File: src/rtl/wb_cmd_master_pkg.sv
// rtl/wb_cmd_master_pkg.sv - FSM states, response status codes and termination decode for wb_cmd_master
package wb_cmd_master_pkg;

   typedef logic [1:0] state_t;
   localparam state_t S_IDLE = 2'd0;
   localparam state_t S_REQ  = 2'd1;
   localparam state_t S_WAIT = 2'd2;
   localparam state_t S_RSP  = 2'd3;

   typedef logic [1:0] status_t;
   localparam status_t ST_OK      = 2'b00;
   localparam status_t ST_ERR     = 2'b01;
   localparam status_t ST_RTY     = 2'b10;
   localparam status_t ST_TIMEOUT = 2'b11;

   // Coinciding terminations resolve err over rty over ack.
   function automatic status_t term_status(input logic err, input logic rty);
      status_t st;
      if (err) begin
         st = ST_ERR;
      end else if (rty) begin
         st = ST_RTY;
      end else begin
         st = ST_OK;
      end
      return st;
   endfunction

endpackage

File: src/rtl/wb_timeout_cnt.sv
// rtl/wb_timeout_cnt.sv - saturating cycle counter flagging the last cycle before a forced bus abort
module wb_timeout_cnt #(
   parameter int TIMEOUT = 255
) (
   input  logic clk,
   input  logic rst_n,
   input  logic clr,
   input  logic en,
   output logic expired
);

   localparam int CW = $clog2(TIMEOUT + 1);
   localparam logic [CW-1:0] LIMIT = CW'(TIMEOUT - 1);

   logic [CW-1:0] count;

   always_ff @(posedge clk or negedge rst_n) begin
      if (!rst_n) begin
         count <= '0;
      end else if (clr) begin
         count <= '0;
      end else if (en && (count != LIMIT)) begin
         count <= count + 1'b1;
      end
   end

   assign expired = en && (count == LIMIT);

endmodule

File: src/rtl/wb_cmd_master.sv
// rtl/wb_cmd_master.sv - single-outstanding Wishbone pipelined initiator behind cmd/rsp valid-ready ports
module wb_cmd_master
   import wb_cmd_master_pkg::*;
#(
   parameter int ADDR_WIDTH = 32,
   parameter int DATA_WIDTH = 32,
   parameter int TIMEOUT    = 255
) (
   input  logic                    clk_i,
   input  logic                    rst_n_i,
   input  logic                    cmd_valid_i,
   output logic                    cmd_ready_o,
   input  logic                    cmd_we_i,
   input  logic [ADDR_WIDTH-1:0]   cmd_adr_i,
   input  logic [DATA_WIDTH-1:0]   cmd_dat_i,
   input  logic [DATA_WIDTH/8-1:0] cmd_sel_i,
   output logic                    rsp_valid_o,
   input  logic                    rsp_ready_i,
   output logic [DATA_WIDTH-1:0]   rsp_dat_o,
   output logic [1:0]              rsp_status_o,
   output logic                    wb_cyc_o,
   output logic                    wb_stb_o,
   output logic                    wb_we_o,
   output logic [ADDR_WIDTH-1:0]   wb_adr_o,
   output logic [DATA_WIDTH/8-1:0] wb_sel_o,
   output logic [DATA_WIDTH-1:0]   wb_dat_o,
   input  logic [DATA_WIDTH-1:0]   wb_dat_i,
   input  logic                    wb_ack_i,
   input  logic                    wb_err_i,
   input  logic                    wb_rty_i,
   input  logic                    wb_stall_i
);

   state_t  state;
   logic    take;
   logic    term_seen;
   logic    tmo_clr;
   logic    tmo_en;
   logic    expired;
   status_t term_code;

   // Terminations only count once the request has been taken (or in WAIT).
   assign take      = (state == S_REQ) && !wb_stall_i;
   assign term_seen = (take || (state == S_WAIT)) && (wb_ack_i || wb_err_i || wb_rty_i);
   assign term_code = term_status(wb_err_i, wb_rty_i);
   assign tmo_clr   = (state == S_IDLE);
   assign tmo_en    = (state == S_REQ) || (state == S_WAIT);

   wb_timeout_cnt #(
      .TIMEOUT(TIMEOUT)
   ) u_timeout_cnt (
      .clk     (clk_i),
      .rst_n   (rst_n_i),
      .clr     (tmo_clr),
      .en      (tmo_en),
      .expired (expired)
   );

   always_ff @(posedge clk_i or negedge rst_n_i) begin
      if (!rst_n_i) begin
         state        <= S_IDLE;
         cmd_ready_o  <= 1'b1;
         rsp_valid_o  <= 1'b0;
         rsp_status_o <= ST_OK;
         rsp_dat_o    <= '0;
         wb_cyc_o     <= 1'b0;
         wb_stb_o     <= 1'b0;
         wb_we_o      <= 1'b0;
         wb_adr_o     <= '0;
         wb_sel_o     <= '0;
         wb_dat_o     <= '0;
      end else begin
         case (state)
            S_IDLE: begin
               if (cmd_valid_i && cmd_ready_o) begin
                  wb_we_o     <= cmd_we_i;
                  wb_adr_o    <= cmd_adr_i;
                  wb_dat_o    <= cmd_dat_i;
                  wb_sel_o    <= cmd_sel_i;
                  wb_cyc_o    <= 1'b1;
                  wb_stb_o    <= 1'b1;
                  cmd_ready_o <= 1'b0;
                  state       <= S_REQ;
               end
            end
            S_REQ, S_WAIT: begin
               if (term_seen) begin
                  wb_cyc_o     <= 1'b0;
                  wb_stb_o     <= 1'b0;
                  rsp_valid_o  <= 1'b1;
                  rsp_status_o <= term_code;
                  rsp_dat_o    <= ((term_code == ST_OK) && !wb_we_o) ? wb_dat_i : '0;
                  state        <= S_RSP;
               end else if (expired) begin
                  wb_cyc_o     <= 1'b0;
                  wb_stb_o     <= 1'b0;
                  rsp_valid_o  <= 1'b1;
                  rsp_status_o <= ST_TIMEOUT;
                  rsp_dat_o    <= '0;
                  state        <= S_RSP;
               end else if (take) begin
                  wb_stb_o <= 1'b0;
                  state    <= S_WAIT;
               end
            end
            S_RSP: begin
               if (rsp_ready_i) begin
                  rsp_valid_o <= 1'b0;
                  cmd_ready_o <= 1'b1;
                  state       <= S_IDLE;
               end
            end
            default: begin
               state <= S_IDLE;
            end
         endcase
      end
   end

endmodule

File: config.mk
export PLATFORM = sky130hd
export DESIGN_NAME = wb_cmd_master
export DESIGN_NICKNAME = d
export VERILOG_FILES = /design/src/rtl/wb_cmd_master_pkg.sv /design/src/rtl/wb_timeout_cnt.sv /design/src/rtl/wb_cmd_master.sv
export SDC_FILE = /design/constraint.sdc
export NUM_CORES = 1
export LEC_CHECK = 0
export BUFFER_PORTS_ARGS = -buffer_cell sky130_fd_sc_hd__buf_2
export CORE_ASPECT_RATIO = 1.4
export CORE_MARGIN = 3
export CORE_UTILIZATION = 52
export CTS_BUF_LIST = sky130_fd_sc_hd__clkbuf_4 sky130_fd_sc_hd__clkbuf_8
export CTS_CLUSTER_SIZE = 20
export DETAILED_ROUTE_END_ITERATION = 16
export HOLD_SLACK_MARGIN = 0.03
export PLACE_DENSITY = 0.88
export SYNTH_ARGS = -nofsm -noshare
export SYNTH_HDL_FRONTEND = slang
export SYNTH_HIERARCHICAL = 1
export SYNTH_SLANG_ARGS = --single-unit
File: constraint.sdc
create_clock -name clk_i -period 6.27 [get_ports clk_i]
set_input_delay 0.3135 -clock clk_i [delete_from_list [all_inputs] [get_ports clk_i]]
set_output_delay 0.3135 -clock clk_i [all_outputs]
set_load 0.02 [all_outputs]
# --- Word level (Yosys, flattened, before mapping) ---
# Cells that the tools add are included.
op_classes:
  eq_ne: 9
  n_reduce_logical: 27
  add_sub_neg: 1
  mux: 30
op_table:
  columns: ["cell", "n"]
  rows:
  - ["$mux W32", 3]
  - ["$mux W2", 9]
  - ["$mux W8", 2]
  - ["$reduce_and A3 Y1", 5]
  - ["$mux W1", 11]
  - ["$reduce_bool A2 Y1", 5]
  - ["$add A8 B1 Y8 const B", 1]
  - ["$eq A8 B8 Y1 const B", 1]
  - ["$ne A8 B8 Y1 const B", 1]
  - ["$pmux W1 S2", 4]
  - ["$logic_and A1 B1 Y1", 6]
  - ["$pmux W2 S3", 1]
  - ["$eq A2 B2 Y1 const B", 2]
  - ["$logic_not A2 Y1", 2]
  - ["$logic_or A1 B1 Y1", 4]
  - ["$ne A4 B4 Y1 const B", 1]
  - ["$reduce_and A2 Y1", 2]
  - ["$ne A3 B3 Y1 const B", 1]
  - ["$eq A2 B1 Y1 const B", 1]
  - ["$logic_not A1 Y1", 2]
  - ["$ne A2 B1 Y1 const B", 1]
  - ["$ne A2 B2 Y1 const B", 1]
  - ["$reduce_or A2 Y1", 1]
totals:
  in_bits: 109
  wordCells: 79
  reg_bits: 117

# --- Logic depth before layout (Yosys ltp) ---
# Gate-level depths: netlist of the first run.
depth:
  depth_word: 6
  mapped_depth: 9
  ltp_nobuf: 8

# --- Modules after synthesis ---
# The synthesis of the first run kept the hierarchy.
by_module_without_submodules:
  columns: ["module", "area_per_inst_um2", "cells_per_inst", "instances"]
  rows:
  - ["wb_cmd_master", 4216.5, 272, 1]
  - ["wb_timeout_cnt", 499.2, 47, 1]

# --- Worst setup path before layout of the first run ---
# No wires, ideal clock.
synth_timing:
  path_type: "register -> register"
  startpoint: "register state[0]"
  endpoint: "register rsp_status_o[1]"
  synth_period_minus_slack_ps: 2112
  path_slack_ps: 4158
  t_arrival_ps: 1990
  required_time_ps: 6149
  stages_incl_launch_ff: 9
  path_cell_list: "dfrtp_1 -> inv_1 -> ha_1 -> and3_2 -> or4_1 -> o31a_4 -> nand2_8 -> buf_8 -> a21oi_1"
synth_lines:
  columns: ["element", "line_no", "rtl"]
  rows:
  - ["from (decl)", "wb_cmd_master.sv:34", "state_t state;"]
  - ["from (signal assigned)", "wb_cmd_master.sv:61", "state <= S_IDLE;"]
  - ["from (signal assigned)", "wb_cmd_master.sv:83", "state <= S_REQ;"]
  - ["from (signal assigned)", "wb_cmd_master.sv:93", "state <= S_RSP;"]
  - ["$eq A2 B1 Y1 or $eq A2 B2 Y1 (tied branches)", "wb_cmd_master.sv:47", "assign tmo_en = (state == S_REQ) || (state == S_WAIT);"]
  - ["$logic_or A1 B1 Y1 *", "wb_cmd_master.sv:47", null]
  - ["named net tmo_en", "wb_cmd_master.sv:38", "logic tmo_en;"]
  - ["$logic_and A1 B1 Y1 *", "wb_timeout_cnt.sv:27", "assign expired = en && (count == LIMIT);"]
  - ["named net expired", "wb_cmd_master.sv:39", "logic expired;"]
  - ["$reduce_bool A2 Y1 (no line) *", null, null]
  - ["$reduce_and A2 Y1 (no line) *", null, null]
  - ["to (signal assigned)", "wb_cmd_master.sv:91", "rsp_status_o <= term_code;"]
  - ["to (decl)", "wb_cmd_master.sv:20", "output logic [1:0] rsp_status_o,"]
# Mark *: on every way through the listed nets, which the timed path passes. The rest lies on a longest branch.
# A chain may end at the register's enable or synchronous reset.

# --- Worst setup path in the final report of the first run ---
layout_timing:
  startpoint: "register state[1]"
  endpoint: "register wb_adr_o[14]"
layout_via:
  elab_chain_len: 2
layout_lines:
  columns: ["element", "line_no", "rtl"]
  rows:
  - ["$logic_not A2 Y1", null, null]
  - ["named net tmo_clr", "wb_cmd_master.sv:37", "logic tmo_clr;"]
  - ["$reduce_and A2 Y1 (no line)", null, null]
  - ["to (signal assigned)", "wb_cmd_master.sv:77", "wb_adr_o <= cmd_adr_i;"]
  - ["to (decl)", "wb_cmd_master.sv:24", "output logic [ADDR_WIDTH-1:0] wb_adr_o,"]
# The timed path passes the listed nets, and every way through them passes these cells.

==> flow_summary.ini, run 1 <==
[cts]
cts_buffer_depth = 2
cts_tree = done
cts_resized = 0
htreeDepth = 4
cts_made_buffers = 17
postCtsSetupRepairBufs = 0
clk_latency_ns = 0.41
cts_root_buf = clkbuf_8
cts_sinks = 117
path_clk_slew_ns = 0.07

[place]
place.port_buffers = 215
gp_congestion = 0.787
dpl_worst_slack_ns = 3.64
dp.final_hpwl_um = 8440

[synth]
synth_edf_count = 0
yosys_warnings = 6
synth_top_area_cell = dfrtp_1
synthFlopType = dfrtp_1
syn_area_sq_mm = 0.00472
synth_top_area_share_pct = 61.6
ys_top_cells_by_area = dfrtp_1 62%, mux2_2 14%, a22o_1 6.1%
postSynthAreaPerCell_sq_um = 14.8
synth_cell_type_count = 50
ys_ff_latch = 117
ys_async_sr_fraction_pct = 100
syn_inst = 319
synth.net_count = 434
seq_area_frac_synth_pct = 62.1

[floorplan]
fp.dieW_um = 86.5
die_h_um = 119
start_util_pct = 54.2
die-area_sq_mm = 0.0103
rows = 40
io_pins = 216
core_area_sq_mm = 0.00871

[outcome]
status = finished, final reports clean

[timing]
min_period_ns = 2.64
tns_ns = 0
maxSlewHeadroom_pct = 36.8
clock.fmax_mhz = 378
hold_ws_ns = 0.116
worst_pin_slew_ns = 0.948
slew_violations = 0
fin_ws_ns = 3.63
finalCritPeriodShare_pct = 42.2
final-setup-viol-count = 0
hold_viol_final = 0
worst_clock_skew_ns = 0.00679
rsz0062_at_grt = false

[detailed_routing]
drtIter0Drc = 168
wl_per_cell_um = 17.4
drc = 0
drtPass1Iterations = 4
totalWireLength_um = 11500
dr_total_vias = 3505
viasPerCell = 5.32
ant_nets = 0

[grt]
grt_pass1_wl_um = 18200
gr-total-overflow = 0
grt_pass1_vias = 3741
grt_usage_pct = 22.8
grt_max_degree = 70
antenna_found_initial = 1

[power_and_ir_drop]
vdd_drop_max_mv = 0.175
p_per_area_mw_per_mm2 = 230
leakage_uw = 0.00364
power_uw = 1430

[worst_setup_path]
rr_worst_depth = 4
critPathMaxStageDelay_ns = 0.78
crit_slowest_cell = nand3_4
cp_max_fo = 69
worstPathCellList = inv_1 -> ha_1 -> nand3_4 -> mux2_1
critPathKind = register to register
reg2reg_slack_ns = 3.63
crit_path_start_kind = register
rr_endpoint = wb_adr_o[14]
worstSetupStartpoint = state[1]
worstReg2RegStart = state[1]
arrival_ns = 2.92
endpoint_kind = register
worstPathRequired_ns = 6.55

[final_layout]
fin_util_pct = 71.5
synthToLayoutAreaGrowth_pct = 32.0
final_common_cell = buf_2
final_cell_mix = 214 x buf_2, 116 x dfrtp_1, 58 x mux2_2, 33 x a22o_1, 20 x clkbuf_8
fillers = 617
drive_gt1_share_pct = 58.0
multi_input_comb_area_sq_mm = 0.00165
finalNetCount = 656
final-seq-area_sq_mm = 0.00293

[hold_path]
whs_endpoint = wb_adr_o[20]
hold_class = input pin to register
min_path_cells = 2
hp-start = cmd_adr_i[20]

[flow_run]
drv_cap = 0
==> critical path, delay by kind of cell (launching register included) <==
family | cells | cell delay (ns)
adders and majority gates | 1 | 0.55
buffers and inverters | 1 | 0.10
DFF | 1 | 0.42
muxes | 1 | 0.62
and+or+nand+nor | 1 | 0.78
==> worst max-delay path by stage <==
stage	cells after the start	to
after global placement	4	wb_adr_o[13]
after global routing	4	wb_adr_o[14]
after CTS	4	wb_adr_o[14]
final	4	wb_adr_o[14]
after detailed placement	4	wb_adr_o[14]
after floorplan	8	rsp_status_o[1]
==> final cells by class <==
class / count / area share (%)
clock buffers: 22 / 4.66
well taps: 105 / 2.11
clock inverters: 9 / 1.27
multi-input cells: 177 / 26.5
flip-flops and latches: 117 / 47.1
inverters: 10 / 0.603
repair buffers: 218 / 17.7
diodes: 1 / 0.0402
==> state kept, by name (all words and copies together) (netlist names) <==
name / flops
rsp_status_o: 2
wb_adr_o: 32
rsp_dat_o: 32
wb_sel_o: 4
wb_stb_o: 1
wb_dat_o: 32
rsp_valid_o: 1
cmd_ready_o: 1
state: 2
wb_we_o: 1
wb_cyc_o: 1
u_timeout_cnt/count: 8
==> routing by layer <==
layer,vias up,wire length [um],global-route usage (%)
li1,1611,-,-
met1,1731,4030,23.6
met2,139,6440,41.8
met3,24,670,6.35
met4,0,318,10.0
met5,-,0,0
==> Yosys cell counts (2+ instances only) <==
cell type and number:
a31oi_1 2, buf_2 8, o21ai_0 3, buf_4 3
mux2_2 58, buf_8 3, nor2b_1 2, mux2_1 14
nand2_1 3, and3_2 2, ha_1 6, nor2_1 9
dfrtp_1 116, a21oi_1 12, nand3_1 2, a22o_1 33
inv_1 10
==> through the flow <==
stage / instance area [sq um] / instances
floorplan: 4720 / 319
global placement: 5840 / 626
detailed placement: 5840 / 626
CTS: 6220 / 658
global route: 6220 / 659
finish: 6220 / 659
==> power breakdown <==
| group | leakage [uW] | switching, uW | internal, uW |
|---|---|---|---|
| Sequential | 0.00162 | 0 | 755 |
| Combinational | 0.00183 | 26.3 | 25.5 |
| Clock | 0.000191 | 277 | 348 |
==> kinds of logic after synthesis <==
logic type | synth area share [%]
compound gates | 10.6
flops | 62.1
simple gates | 4.99
mux | 17.4
buf+inv | 3.32
fa+ha+maj | 1.59
==> what timing repair did <==
action	4_1_cts	5_1_grt
endpoints found under the hold margin	54	0
hold buffers	1	0
endpoints found under the setup margin	0	0
Note: power is estimated with default switching activity, not from simulation.
==> run 2: changes to the inputs <==
Settings changed: CORE_UTILIZATION 52 to 44, PLACE_DENSITY 0.88 to 0.79.
Clock period 6.27 ns to 2.28 ns, I/O delays scaled along.
==> flow_summary.ini, run 2 (synthesis gave the netlist of run 1 again) <==
[timing]
clock.fmax_mhz = 465
worst_pin_slew_ns = 0.602
finalCritPeriodShare_pct = 94.4
maxSlewHeadroom_pct = 59.9
final-setup-viol-count = 0
worst_clock_skew_ns = 0.00977
slew_violations = 0
tns_ns = 0
fin_ws_ns = 0.129
rsz0062_at_grt = false
min_period_ns = 2.15
hold_viol_final = 0

[final_layout]
final_cell_mix = 214 x buf_2, 116 x dfrtp_1, 104 x dlygate4sd3_1, 58 x mux2_2, 33 x a22o_1
reg_top3 = rsp_dat_o: 32 flops, wb_adr_o: 32 flops, wb_dat_o: 32 flops
drive_gt1_share_pct = 49.3
final_cells = 800
final_common_cell = buf_2
synthToLayoutAreaGrowth_pct = 56.2
fin_util_pct = 70.8
fillers = 666
finalNetCount = 764

[worst_setup_path]
crit_path_start_kind = register
crit_slowest_cell = or4_1
critPathKind = register to register
critPathTopFamily = simple AND/OR/NAND/NOR gates
arrival_ns = 2.49
rr_endpoint = rsp_dat_o[8]
worstPathCellList = inv_1 -> ha_1 -> and3_1 -> and3_2 -> or4_1 -> o31a_4 -> nand2_8 -> a22o_1
crit_buf_inv = 1
path_depth = 8
cp_max_fo = 17
rr_worst_depth = 8
crit_path_end = rsp_dat_o[8]
worstReg2RegStart = u_timeout_cnt/count[0]
reg2reg_slack_ns = 0.13
worstSetupStartpoint = u_timeout_cnt/count[0]
endpoint_kind = register
critPathMaxStageDelay_ns = 0.43
worstPathRequired_ns = 2.62

[detailed_routing]
wl_per_cell_um = 18.0
drtIter0Drc = 169
ant_nets = 0
drtPass1Iterations = 4
totalWireLength_um = 14400
dr_total_vias = 4093
drc = 0
viasPerCell = 5.12

[cts]
cts_made_buffers = 17
cts_sinks = 117
clk_latency_ns = 0.42
htreeDepth = 4
cts_buffer_depth = 2
postCtsSetupRepairBufs = 0
cts_tree = done
cts_root_buf = clkbuf_8
path_clk_slew_ns = 0.07

[place]
dp.final_hpwl_um = 8390
dpl_worst_slack_ns = 0.109
gp_congestion = 0.767
place.port_buffers = 215
dp.cells = 663

[floorplan]
die-area_sq_mm = 0.0120
start_util_pct = 45.3
core_area_sq_mm = 0.0104
die_h_um = 128
io_pins = 216
rows = 44
fp.dieW_um = 93.5

[outcome]
status = finished, final reports clean

[grt]
gr-total-overflow = 0
grt_usage_pct = 23.8
grt_pass1_wl_um = 21900
antenna_found_initial = 0
grt_max_degree = 118
grt_pass1_vias = 4428

[hold_path]
min_path_cells = 3
hold_class = input pin to register

[power_and_ir_drop]
p_per_area_mw_per_mm2 = 552
vdd_drop_max_mv = 0.435
power_uw = 4070
leakage_uw = 0.00409

[flow_run]
drv_cap = 0
-- run 2: worst min-delay path by stage --
stage / from / to
after floorplan: rst_n_i / rsp_dat_o[0]
after global placement: rst_n_i / wb_adr_o[6]
after detailed placement: rst_n_i / wb_dat_o[21]
after CTS: wb_rty_i / rsp_status_o[1]
after global routing: wb_rty_i / rsp_status_o[1]
final: wb_rty_i / rsp_status_o[1]
-- run 2: routing by layer --
| layer | part of all wire [%] | GRT usage, % | up-vias |
|---|---|---|---|
| met5 | 0 | 0 | - |
| met4 | 3.3 | 12.9 | 0 |
| met3 | 5.5 | 5.91 | 49 |
| met2 | 56 | 43.0 | 179 |
| met1 | 35 | 24.9 | 2041 |
| li1 | - | - | 1824 |
-- run 2: per-stage QoR --
step	hold WS, ns	area, sq um
after floorplan	-0.182	4720
after global routing	0.0783	7370
final	0.0673	7370
after detailed placement	0.261	5950
after global placement	0.241	5950
after CTS	0.0357	7350
-- run 2: final cells by class --
type	instances	area, sq um	area share, %
diodes	1	2.50	0.0340
clock buffers	18	241	3.28
clock inverters	13	111	1.51
inverters	10	37.5	0.509
multi-input cells	178	1670	22.7
flip-flops and latches	117	2930	39.8
well taps	138	173	2.34
repair buffers	325	2200	29.9
-- run 2: where the power goes --
part / leakage [uW] / switching (uW) / internal (uW)
logic: 0.00229 / 107 / 188
registers: 0.00162 / 0 / 2080
clock network: 0.000174 / 837 / 860
-- run 2: repair_timing --
item / 4_1_cts / 5_1_grt
endpoints found under the hold margin: 220 / 0
setup endpoints to repair: 0 / 32
hold buffers: 104 / 0
gates resized for setup: 0 / 1
-- run 2: worst reg2reg max path: cells and delay by family, from the launching register on --
family	cells	cell delay (ns)
fa+ha+maj	1	0.20
compound gates	2	0.37
flops	1	0.39
simple gates	4	1.07
buf+inv	1	0.07
